===== config.mk =====
export PLATFORM = sky130hd
export DESIGN_NAME = clock_set_driver
export DESIGN_NICKNAME = d
export VERILOG_FILES = /design/src/rtl/clock_set_driver.sv
export SDC_FILE = /design/constraint.sdc
export NUM_CORES = 1
export LEC_CHECK = 0
export CORE_MARGIN = 5
export CORE_UTILIZATION = 52
export DETAILED_ROUTE_END_ITERATION = 7
export MAX_ROUTING_LAYER = met4
export PLACE_DENSITY_LB_ADDON = 0.12
export SYNTH_ARGS = -nofsm -noshare
export SYNTH_HDL_FRONTEND = slang
export SYNTH_SLANG_ARGS = --single-unit
export TNS_END_PERCENT = 30

===== constraint.sdc =====
create_clock -name Pulse -period 2.6 [get_ports Pulse]
set_input_delay 0.26 -clock Pulse [delete_from_list [all_inputs] [get_ports Pulse]]
set_output_delay 0.26 -clock Pulse [all_outputs]
set_load 0.005 [all_outputs]

===== src/rtl/clock_set_driver.sv =====
// clock_set_driver
// Drives the alarm clock's setting inputs (Timeset/Alarmset plus the
// Minadv/Hrsadv/Dayadv advance lines) for exactly as many Pulse cycles as are
// needed to move the held value to a target day/hour/minute.
// Optional feature macro: CLOCK_SET_DRIVER_DAY_EN
//   defined   -> DAY phase present, day inputs range-checked
//   undefined -> day advance count forced to 0, Dayadv tied low, day inputs ignored
module clock_set_driver #(
    parameter int NS = 60,   // minute modulus
    parameter int NH = 24,   // hour modulus
    parameter int ND = 7     // day modulus
) (
    input  logic       Pulse,
    input  logic       Reset,
    input  logic       Start,
    input  logic       Mode,
    input  logic [5:0] TgtMin,
    input  logic [5:0] CurMin,
    input  logic [4:0] TgtHrs,
    input  logic [4:0] CurHrs,
    input  logic [2:0] TgtDay,
    input  logic [2:0] CurDay,
    output logic       Timeset,
    output logic       Alarmset,
    output logic       Minadv,
    output logic       Hrsadv,
    output logic       Dayadv,
    output logic       Busy,
    output logic       Done,
    output logic       Err
);

    typedef enum logic [2:0] {
        S_IDLE,
        S_SETUP,
        S_MIN,
        S_HRS,
        S_DAY,
        S_HOLD,
        S_DONE,
        S_ERR
    } state_t;

    state_t     state_q, state_d;
    logic       mode_q, mode_d;
    logic [5:0] min_cnt_q, min_cnt_d;
    logic [4:0] hrs_cnt_q, hrs_cnt_d;
    logic [2:0] day_cnt_q, day_cnt_d;

    logic timeset_q, alarmset_q, minadv_q, hrsadv_q, busy_q, done_q, err_q;

    // Modular differences: subtract with one spare bit, add the modulus back
    // when the borrow bit shows the difference went negative.
    logic [6:0] min_diff;
    logic [5:0] min_mod;
    logic [5:0] hrs_diff;
    logic [4:0] hrs_mod;
    logic [2:0] day_mod;
    logic       min_bad, hrs_bad, day_bad, range_bad;

    assign min_diff = {1'b0, TgtMin} - {1'b0, CurMin};
    assign min_mod  = min_diff[6] ? (min_diff[5:0] + 6'(NS)) : min_diff[5:0];
    assign hrs_diff = {1'b0, TgtHrs} - {1'b0, CurHrs};
    assign hrs_mod  = hrs_diff[5] ? (hrs_diff[4:0] + 5'(NH)) : hrs_diff[4:0];

    assign min_bad  = (TgtMin >= 6'(NS)) || (CurMin >= 6'(NS));
    assign hrs_bad  = (TgtHrs >= 5'(NH)) || (CurHrs >= 5'(NH));

`ifdef CLOCK_SET_DRIVER_DAY_EN
    logic [3:0] day_diff;
    assign day_diff = {1'b0, TgtDay} - {1'b0, CurDay};
    assign day_mod  = day_diff[3] ? (day_diff[2:0] + 3'(ND)) : day_diff[2:0];
    assign day_bad  = (TgtDay >= 3'(ND)) || (CurDay >= 3'(ND));
`else
    // Day inputs are deliberately ignored in this build.
    logic unused_day;
    assign unused_day = ^{TgtDay, CurDay};
    assign day_mod    = 3'd0;
    assign day_bad    = 1'b0;
`endif

    assign range_bad = min_bad || hrs_bad || day_bad;

    // Next-state logic: accept in IDLE/DONE, then walk the non-empty phases.
    always_comb begin
        state_d   = state_q;
        mode_d    = mode_q;
        min_cnt_d = min_cnt_q;
        hrs_cnt_d = hrs_cnt_q;
        day_cnt_d = day_cnt_q;
        case (state_q)
            S_IDLE, S_DONE: begin
                state_d = S_IDLE;
                if (Start) begin
                    mode_d = Mode;
                    if (range_bad) begin
                        state_d   = S_ERR;
                        min_cnt_d = 6'd0;
                        hrs_cnt_d = 5'd0;
                        day_cnt_d = 3'd0;
                    end else begin
                        state_d   = S_SETUP;
                        min_cnt_d = min_mod;
                        hrs_cnt_d = hrs_mod;
                        day_cnt_d = day_mod;
                    end
                end
            end
            S_SETUP: begin
                if (min_cnt_q != 6'd0)      state_d = S_MIN;
                else if (hrs_cnt_q != 5'd0) state_d = S_HRS;
                else if (day_cnt_q != 3'd0) state_d = S_DAY;
                else                        state_d = S_HOLD;
            end
            S_MIN: begin
                min_cnt_d = min_cnt_q - 6'd1;
                if (min_cnt_q == 6'd1) begin
                    if (hrs_cnt_q != 5'd0)      state_d = S_HRS;
                    else if (day_cnt_q != 3'd0) state_d = S_DAY;
                    else                        state_d = S_HOLD;
                end
            end
            S_HRS: begin
                hrs_cnt_d = hrs_cnt_q - 5'd1;
                if (hrs_cnt_q == 5'd1) begin
                    if (day_cnt_q != 3'd0) state_d = S_DAY;
                    else                   state_d = S_HOLD;
                end
            end
            S_DAY: begin
                day_cnt_d = day_cnt_q - 3'd1;
                if (day_cnt_q == 3'd1) state_d = S_HOLD;
            end
            S_HOLD:  state_d = S_DONE;
            S_ERR:   state_d = S_IDLE;
            default: state_d = S_IDLE;
        endcase
    end

    logic set_active_d;
    assign set_active_d = (state_d == S_SETUP) || (state_d == S_MIN) || (state_d == S_HRS) ||
                          (state_d == S_DAY)   || (state_d == S_HOLD);

    // State, captured request and registered outputs decoded from the next state.
    always_ff @(posedge Pulse) begin
        if (Reset) begin
            state_q    <= S_IDLE;
            mode_q     <= 1'b0;
            min_cnt_q  <= 6'd0;
            hrs_cnt_q  <= 5'd0;
            day_cnt_q  <= 3'd0;
            timeset_q  <= 1'b0;
            alarmset_q <= 1'b0;
            minadv_q   <= 1'b0;
            hrsadv_q   <= 1'b0;
            busy_q     <= 1'b0;
            done_q     <= 1'b0;
            err_q      <= 1'b0;
        end else begin
            state_q    <= state_d;
            mode_q     <= mode_d;
            min_cnt_q  <= min_cnt_d;
            hrs_cnt_q  <= hrs_cnt_d;
            day_cnt_q  <= day_cnt_d;
            timeset_q  <= set_active_d && !mode_d;
            alarmset_q <= set_active_d && mode_d;
            minadv_q   <= (state_d == S_MIN);
            hrsadv_q   <= (state_d == S_HRS);
            busy_q     <= set_active_d;
            done_q     <= (state_d == S_DONE);
            err_q      <= (state_d == S_ERR);
        end
    end

`ifdef CLOCK_SET_DRIVER_DAY_EN
    logic dayadv_q;

    // Day advance line, registered like the others.
    always_ff @(posedge Pulse) begin
        if (Reset) dayadv_q <= 1'b0;
        else       dayadv_q <= (state_d == S_DAY);
    end

    assign Dayadv = dayadv_q;
`else
    assign Dayadv = 1'b0;
`endif

    assign Timeset  = timeset_q;
    assign Alarmset = alarmset_q;
    assign Minadv   = minadv_q;
    assign Hrsadv   = hrsadv_q;
    assign Busy     = busy_q;
    assign Done     = done_q;
    assign Err      = err_q;

endmodule


==> metrics.md, run 1 <==
| Metric | Value |
|---|---|
| Status | complete, no violations |
| Critical Path AT | approximately 2.5 ns |
| Global Route Usage Sum | 0.1734 |
| Fin worst setup slack | ~0.27 ns |
| Worst Path Required | approximately 2.8 ns |
| Pre-CTS setup slack | around 0.011 ns |
| Pwr dens | 882.0 nW/um^2 |
| Vias per inst | about 5.6 |
| Sequential area share after synthesis | 0.2486 |
| Slew Viols, Final | 0 |
| Share of cells above drive strength 1 | 0.06164 |
| Remaining antenna violation count | 0 |
| Final hold violations | 0 |
| FF-to-FF path depth | 6 |
| Fillers | approximately 340 |
| H-tree levels | 1 |
| Wire per inst | roughly 13 um |
| RR Endpoint | Timeset |
| NumNets Final | 348 |
| Starting DRT DRC Count | 120 |
| Setup Viol. Count Final | 0 |
| Setup Crit Path Kind | input pin to flop |
| Vias in the first global route | 1710 |
| Min-delay worst type | flop to flop |
| Hold depth | 2 |
| Die area | 5216 um^2 |
| FF+latch count, synth | 25 |
| Row cnt | 22 |
| CTS Buf Count | 3 |
| Ratio of final minimum period to clock period | 0.8979 |
| EDFF count, synth | 0 |
| Clk root buf | clkbuf_8 |
| Distinct cell type count after synthesis | 52 |
| DR pass1 iterations | 5 |
| Reg2Reg Launch Point | hrs_cnt_q[3] |
| Fmax | 0.4283 GHz |
| Yosys warns | 0 |
| Worst setup EP type | flop |
| GP Congestion | around 0.84 |
| Ant diodes | 0 |
| Clk_lat worst skew | ~0.27 ns |
| # port buffers | 32 |
| Prevailing post-synth register cell | dfxtp_1 |
| Max_slew headroom | 0.5939 |
| Hpwl dp | about 3.4 mm |
| Max Cap Viol | 0 |
| Final WL | between 4 and 5 mm |
| Die Y | 72.22 um |
| TritonCTS clock tree | yes |
| RSZ-0062 raised after global routing | false |
| Static Leak | about 0.0010 uW |
| Async set-reset flop share out of synthesis | 0 |
| Most frequent cells in the layout | 32 x clkdlybuf4s50_1, 25 x dfxtp_1, 25 x inv_1, 25 x nor2_1, 21 x ha_1 |
| Worst-margin pin slew | 0.6091 ns |
| Starting density of the core | 0.5418 |
| Gate Count Post-Synth | about 260 |
| Setup Buffers After CTS | 0 |
| Clk buf depth | 2 |
| WHS Endpoint | day_cnt_q[0] |
| Largest net degree at the start of global routing | 24 |
| Synthesized cell area | around 2000 um^2 |
| Clock skew | just under 0.008 ns |
| Max VDD drop | ~540 uV |
| Area Growth Syn to Fin | 21.57% |
| Hold Buf Count CTS | 0 |
| Post_cts resized | 0 |
| Hold Startpoint | day_cnt_q[0] |
| Congestion Overflow GR | 0 |
| R2R setup slack | 0.44 ns |
| Clock transition at path regs | 0.09 ns |
| Syn nets | about 310 |
| Worst setup SP type | input pin |
| Tmin final | 2.335 ns |
| Clk sinks | 25 |
| Crit-path max FO | 5 |
| Num ports | 40 |
| Commonest non-fill, non-tap cell in the layout | clkdlybuf4s50_1 |
| Antenna violations before repair | 0 |
| Die Wd | approximately 72 um |
| TNS Setup | 0 ns |
| First-pass GRT wire length | roughly 7.2 mm |
| Number of remaining DRC errors | 0 |
| Core footprint | around 3700 um^2 |
| Vias | between 1500 and 2000 |
| Synthesized area per cell | roughly 8 um^2 |
-- worst max-delay path by stage --
stage | start | slack [ns] | end
global placement | CurMin[0] | 0.04 | min_cnt_q[2]
finish | CurMin[0] | 0.27 | min_cnt_q[3]
floorplan | TgtMin[0] | 0.44 | min_cnt_q[2]
detailed placement | CurMin[0] | 0.01 | min_cnt_q[2]
CTS | CurMin[0] | 0.28 | min_cnt_q[2]
global route | TgtMin[0] | 0.14 | min_cnt_q[5]
-- through the flow --
stage          std cells  cell area, um^2    util  power [uW]  hold WS [ns]
2_1_floorplan        257             2013       -        1601        0.3516
3_3_place_gp         336             2401  0.6461        1911        0.4745
3_5_place_dp         336             2401  0.6461        1929        0.4827
4_1_cts              340             2447  0.6586        2167        0.4952
5_1_grt              340             2447  0.6586        2363        0.5257
6_report             340             2447  0.6586        2159        0.4882
-- per-layer routing --
metal	wire, um	global-route usage	vias to the layer above
met2	1996	0.2750	31
met5	0	-	-
met4	55	0.04802	0
met3	167	0.03324	7
li1	-	-	997
met1	2081	0.2250	866
-- worst max-delay path, stage by stage --
cell and delay, ns:
clkdlybuf4s50_1 0.46, ha_1 0.15, inv_1 0.05, fa_1 0.40, a211oi_1 0.33, o21bai_1 0.12, a21oi_1 0.16, buf_4 0.16
mux2i_1 0.07, a222oi_1 0.28, nor2_1 0.06
-- kinds of logic after synthesis --
family                     synth area share
other                              0.001863
muxes                               0.01554
DFF                                  0.2486
adders and majority gates            0.1504
and+or+nand+nor                      0.2567
xor gates and xnor gates            0.04350
AOI/OAI and AO/OA                    0.2182
buffers and inverters               0.06525
-- area by class of cell --
type	instances	area [um^2]	area share
Sequential cell	25	500.5	0.2045
Inverter	25	93.84	0.03834
Multi-Input combinational cell	200	1381	0.5644
Clock buffer	3	41.29	0.01687
Timing Repair Buffer	38	365.4	0.1493
Clock inverter	1	5.005	0.002045
Tap cell	48	60.06	0.02454
-- state kept, by name (all words and copies together), names as in the netlist, 3 cells and up --
name	count
min_cnt_q	6
hrs_cnt_q	5
day_cnt_q	3
state_q	3
-- power by group --
part	internal, uW	switching, uW
Sequential	514	146
Combinational	578	692
Clock	107	121
Total	1200	960
-- cell usage after synthesis, drive strengths merged, types with 3 or more instances --
library cell  count  area, um^2
nor2             26       100.1
a21oi            19       98.85
nor4              5       46.29
xnor2             6       52.55
nand2            19       71.32
ha               21       262.8
nand2b            7       46.30
buf               4       25.02
a31oi             5       31.28
xor2              4       35.03
nand3             9       45.04
dfxtp            25       500.5
a221oi            3       26.28
clkbuf            3       12.51
inv              25       93.84
a211oi            5       37.54
a211o             4       35.03
o22ai             4       25.02
nor3             11       60.06
nand4             4       25.02
o21ai            12       60.06
and2              3       18.77
(Power assumes the default switching activity.)
==> inputs of run 2 (changes only) <==
Settings changed: ABC_AREA set to 1, SETUP_SLACK_MARGIN set to 0.5.
==> metrics.md, run 2 <==
| Metric | Value |
|---|---|
| Hold Buf Count CTS | 0 (unchanged) |
| Commonest cells in the netlist | 71 x nand2_1, 56 x inv_1, 31 x nor2_1, 25 x dfxtp_1 |
| Congestion Overflow GR | 0 (unchanged) |
| Area leader, netlist | dfxtp_1 |
| Synthesized area per cell | 6.433 um^2 (-18%) |
| Storage cell area | 500.5 um^2 (unchanged) |
| Largest net degree at the start of global routing | 15 (-38%) |
| Syn nets | 374 (+20%) |
| Non-filler cells, final | 402 (+18%) |
| Vias in the first global route | 1860 (+8.8%) |
| Die area | 5302 um^2 (+1.7%) |
| RR Endpoint | Timeset |
| Prevailing post-synth register cell | dfxtp_1 |
| Die Y | 72.82 um (+0.82%) |
| FF+latch count, synth | 25 (unchanged) |
| Largest regs | min_cnt_q (6), hrs_cnt_q (5) |
| Simple-Gate Fraction of Synth Area | 0.3348 (+0.07807) |
| Final instance area | 2481 um^2 (+1.4%) |
| Fillers | 351 (+2.0%) |
| Clock skew | 0.01126 ns (+0.003553 ns) |
| Clk_lat worst skew | 0.27 ns (about the same) |
| CTS Buf Count | 3 (unchanged) |
| Pre-CTS setup slack | 0.3205 ns (+0.3098 ns) |
| Ratio of final minimum period to clock period | 0.7570 (-0.1409) |
| Sequential area share after synthesis | 0.2439 (-0.004699) |
| Gate Count Post-Synth | 319 (+24%) |
| Post-Synth XOR/XNOR Area | 0.02134 (-0.02216) |
| Clk buf depth | 2 (unchanged) |
| Tmin final | 1.968 ns (-0.3663 ns) |
| Post_cts resized | 0 (unchanged) |
| Vias | 1970 (+3.6%) |
| Async set-reset flop share out of synthesis | 0 (unchanged) |
| Fmax | 0.5081 GHz (+19%) |
| Post-synthesis mux area share | 0 (-0.01554) |
| Antenna violations before repair | 0 (unchanged) |
| First-pass GRT wire length | 7.417 mm (+3.0%) |
| Core footprint | 3744 um^2 (+0.74%) |
| EDFF count, synth | 0 (unchanged) |
| Adder-cell area share of the yosys netlist | 0.1476 (-0.002843) |
| Largest family of logic cells by synthesized area | simple AND/OR/NAND/NOR gates |
| WHS Endpoint | day_cnt_q[1] |
| Synthesized cell area | 2052 um^2 (+1.9%) |
| Setup Buffers After CTS | 0 (unchanged) |
| DR pass1 iterations | 4 (-1) |
| Row cnt | 22 (unchanged) |
| Global Route Usage Sum | 0.1739 (+0.0004653) |
| Crit-path max FO | 5 (unchanged) |
| # port buffers | 32 (unchanged) |
| GP Congestion | 0.8449 (+0.50%) |
| Distinct cell type count after synthesis | 32 (-38%) |
| Max VDD drop | 620.0 uV (+15%) |
| Min-delay worst type | flop to flop |
| Yosys warns | 0 (unchanged) |
| Combined area of the multi-input logic cells | 1310 um^2 (-5.2%) |
| Clk root buf | clkbuf_8 |
| Area Growth Syn to Fin | 20.91% |
| Die Wd | 72.82 um (+0.82%) |
| Vias per inst | 4.900 (-12%) |
| Static Leak | 0.001251 uW (+24%) |
| NumNets Final | 410 (+18%) |
| Clk sinks | 25 (unchanged) |
| Hpwl dp | 3.427 mm (+0.43%) |
| TritonCTS clock tree | yes |
| Fin worst setup slack | 0.6317 ns (+0.3663 ns) |
| Placed cell area | 2429 um^2 (+1.1%) |
| Reg2Reg Launch Point | hrs_cnt_q[1] |
| Ant diodes | 0 (unchanged) |
| Pwr dens | 870.8 nW/um^2 (-1.3%) |
| Hold Startpoint | day_cnt_q[1] |
| Final WL | 4.297 mm (about the same) |
| Slew Viols, Final | 0 (unchanged) |
| Critical Path AT | 2.17 ns (-0.33 ns) |
| Starting density of the core | 0.5481 (+0.006378) |
| TNS Setup | 0 ns (unchanged) |
| FF-to-FF path depth | 12 (+6) |
| Share of cells above drive strength 1 | 0.09322 (+0.03158) |
| Commonest non-fill, non-tap cell in the layout | nand2_1 |
| Wire per inst | 10.69 um (-15%) |
| Starting DRT DRC Count | 83 (-31%) |
| H-tree levels | 1 (unchanged) |
| Setup Crit Path Kind | input pin to flop |
| Final hold violations | 0 (unchanged) |
| Status | complete, no violations |
| Post-synth top area share | 0.2439 (-0.004699) |
| RSZ-0062 raised after global routing | true |
| Most common cell in the netlist | nand2_1 |
| Top reg by flops | min_cnt_q |
| R2R setup slack | 0.93 ns (+0.49 ns) |
| Max Cap Viol | 0 (unchanged) |
| Final Core Density | 0.6628 (+0.004181) |
| Hold depth | 2 (unchanged) |
| Compound-gate portion of the synthesized area | 0.1299 (-0.08827) |
| Number of remaining DRC errors | 0 (unchanged) |
| Placed insts | 398 (+18%) |
| Most frequent cells in the layout | 71 x nand2_1, 55 x inv_1, 32 x clkdlybuf4s50_1 |
| Num ports | 40 (unchanged) |
| Setup Viol. Count Final | 0 (unchanged) |
| Synth area leaders | dfxtp_1 24%, nand2_1 13%, ha_1 13%, inv_1 10%, nor2_1 5.7% |
| Worst Path Required | 2.80 ns (+0.04 ns) |
| Worst setup EP type | flop |
| Worst setup SP type | input pin |
| Remaining antenna violation count | 0 (unchanged) |
| Clock transition at path regs | 0.08 ns (about the same) |
| Max reg flops | 6 (unchanged) |
==> run 2: cells by family (layout without fill, tap and decap cells) <==
kind of cell	count (synthesis)	count (layout)
adders and majority gates	23	23
buffers and inverters	65	100
AOI/OAI and AO/OA	50	50
and+or+nand+nor	150	150
other	1	1
DFF	25	25
xor gates and xnor gates	5	5
==> run 2: area by class of cell <==
| cell class | count | area share |
|---|---|---|
| clock buffer | 3 | 0.01664 |
| clock inverter | 1 | 0.002017 |
| inverter | 63 | 0.09531 |
| multi-input combinational | 229 | 0.5280 |
| sequential | 25 | 0.2017 |
| tap | 48 | 0.02421 |
| timing repair buffer | 33 | 0.1321 |
==> run 2: routing by layer <==
metal	vias up	part of all wire	global-route usage
met5	-	0	-
met4	0	0.0072	0.03484
met3	4	0.023	0.03168
met2	17	0.47	0.2886
met1	869	0.50	0.2213
li1	1080	-	-
==> run 2: how the worst max path moves through the flow <==
stage	depth (start not counted)	end	slack, ns	start
6_report	12	min_cnt_q[4]	0.63	CurMin[2]
5_1_grt	12	min_cnt_q[4]	0.48	CurMin[2]
4_1_cts	12	min_cnt_q[4]	0.60	CurMin[2]
3_5_place_dp	12	min_cnt_q[4]	0.32	CurMin[2]
3_3_place_gp	15	min_cnt_q[5]	0.36	CurMin[0]
2_1_floorplan	14	min_cnt_q[5]	0.91	TgtMin[0]
==> run 2: stage by stage <==
stage,hold WS [ns],total power (uW)
5_1_grt,0.4879,2406
6_report,0.4721,2161
3_5_place_dp,0.4567,1920
4_1_cts,0.4687,2166
3_3_place_gp,0.4548,1885
2_1_floorplan,0.3375,1599
==> run 2: critical path: stages <==
cell,delay [ns]
clkdlybuf4s50_1,0.48
inv_1,0.05
ha_1,0.35
a21oi_2,0.21
nand2_1,0.07
nand2_1,0.06
nand2_1,0.08
ha_1,0.20
nand2_1,0.08
xor2_1,0.15
nand2_1,0.07
a21oi_1,0.12
==> run 2: where the power goes <==
part / total [uW] / switching [uW] / leakage (uW) / internal (uW)
clock: 233 / 125 / 0.0000255 / 107
combinational: 1300 / 802 / 0.00102 / 502
sequential: 623 / 101 / 0.000205 / 523
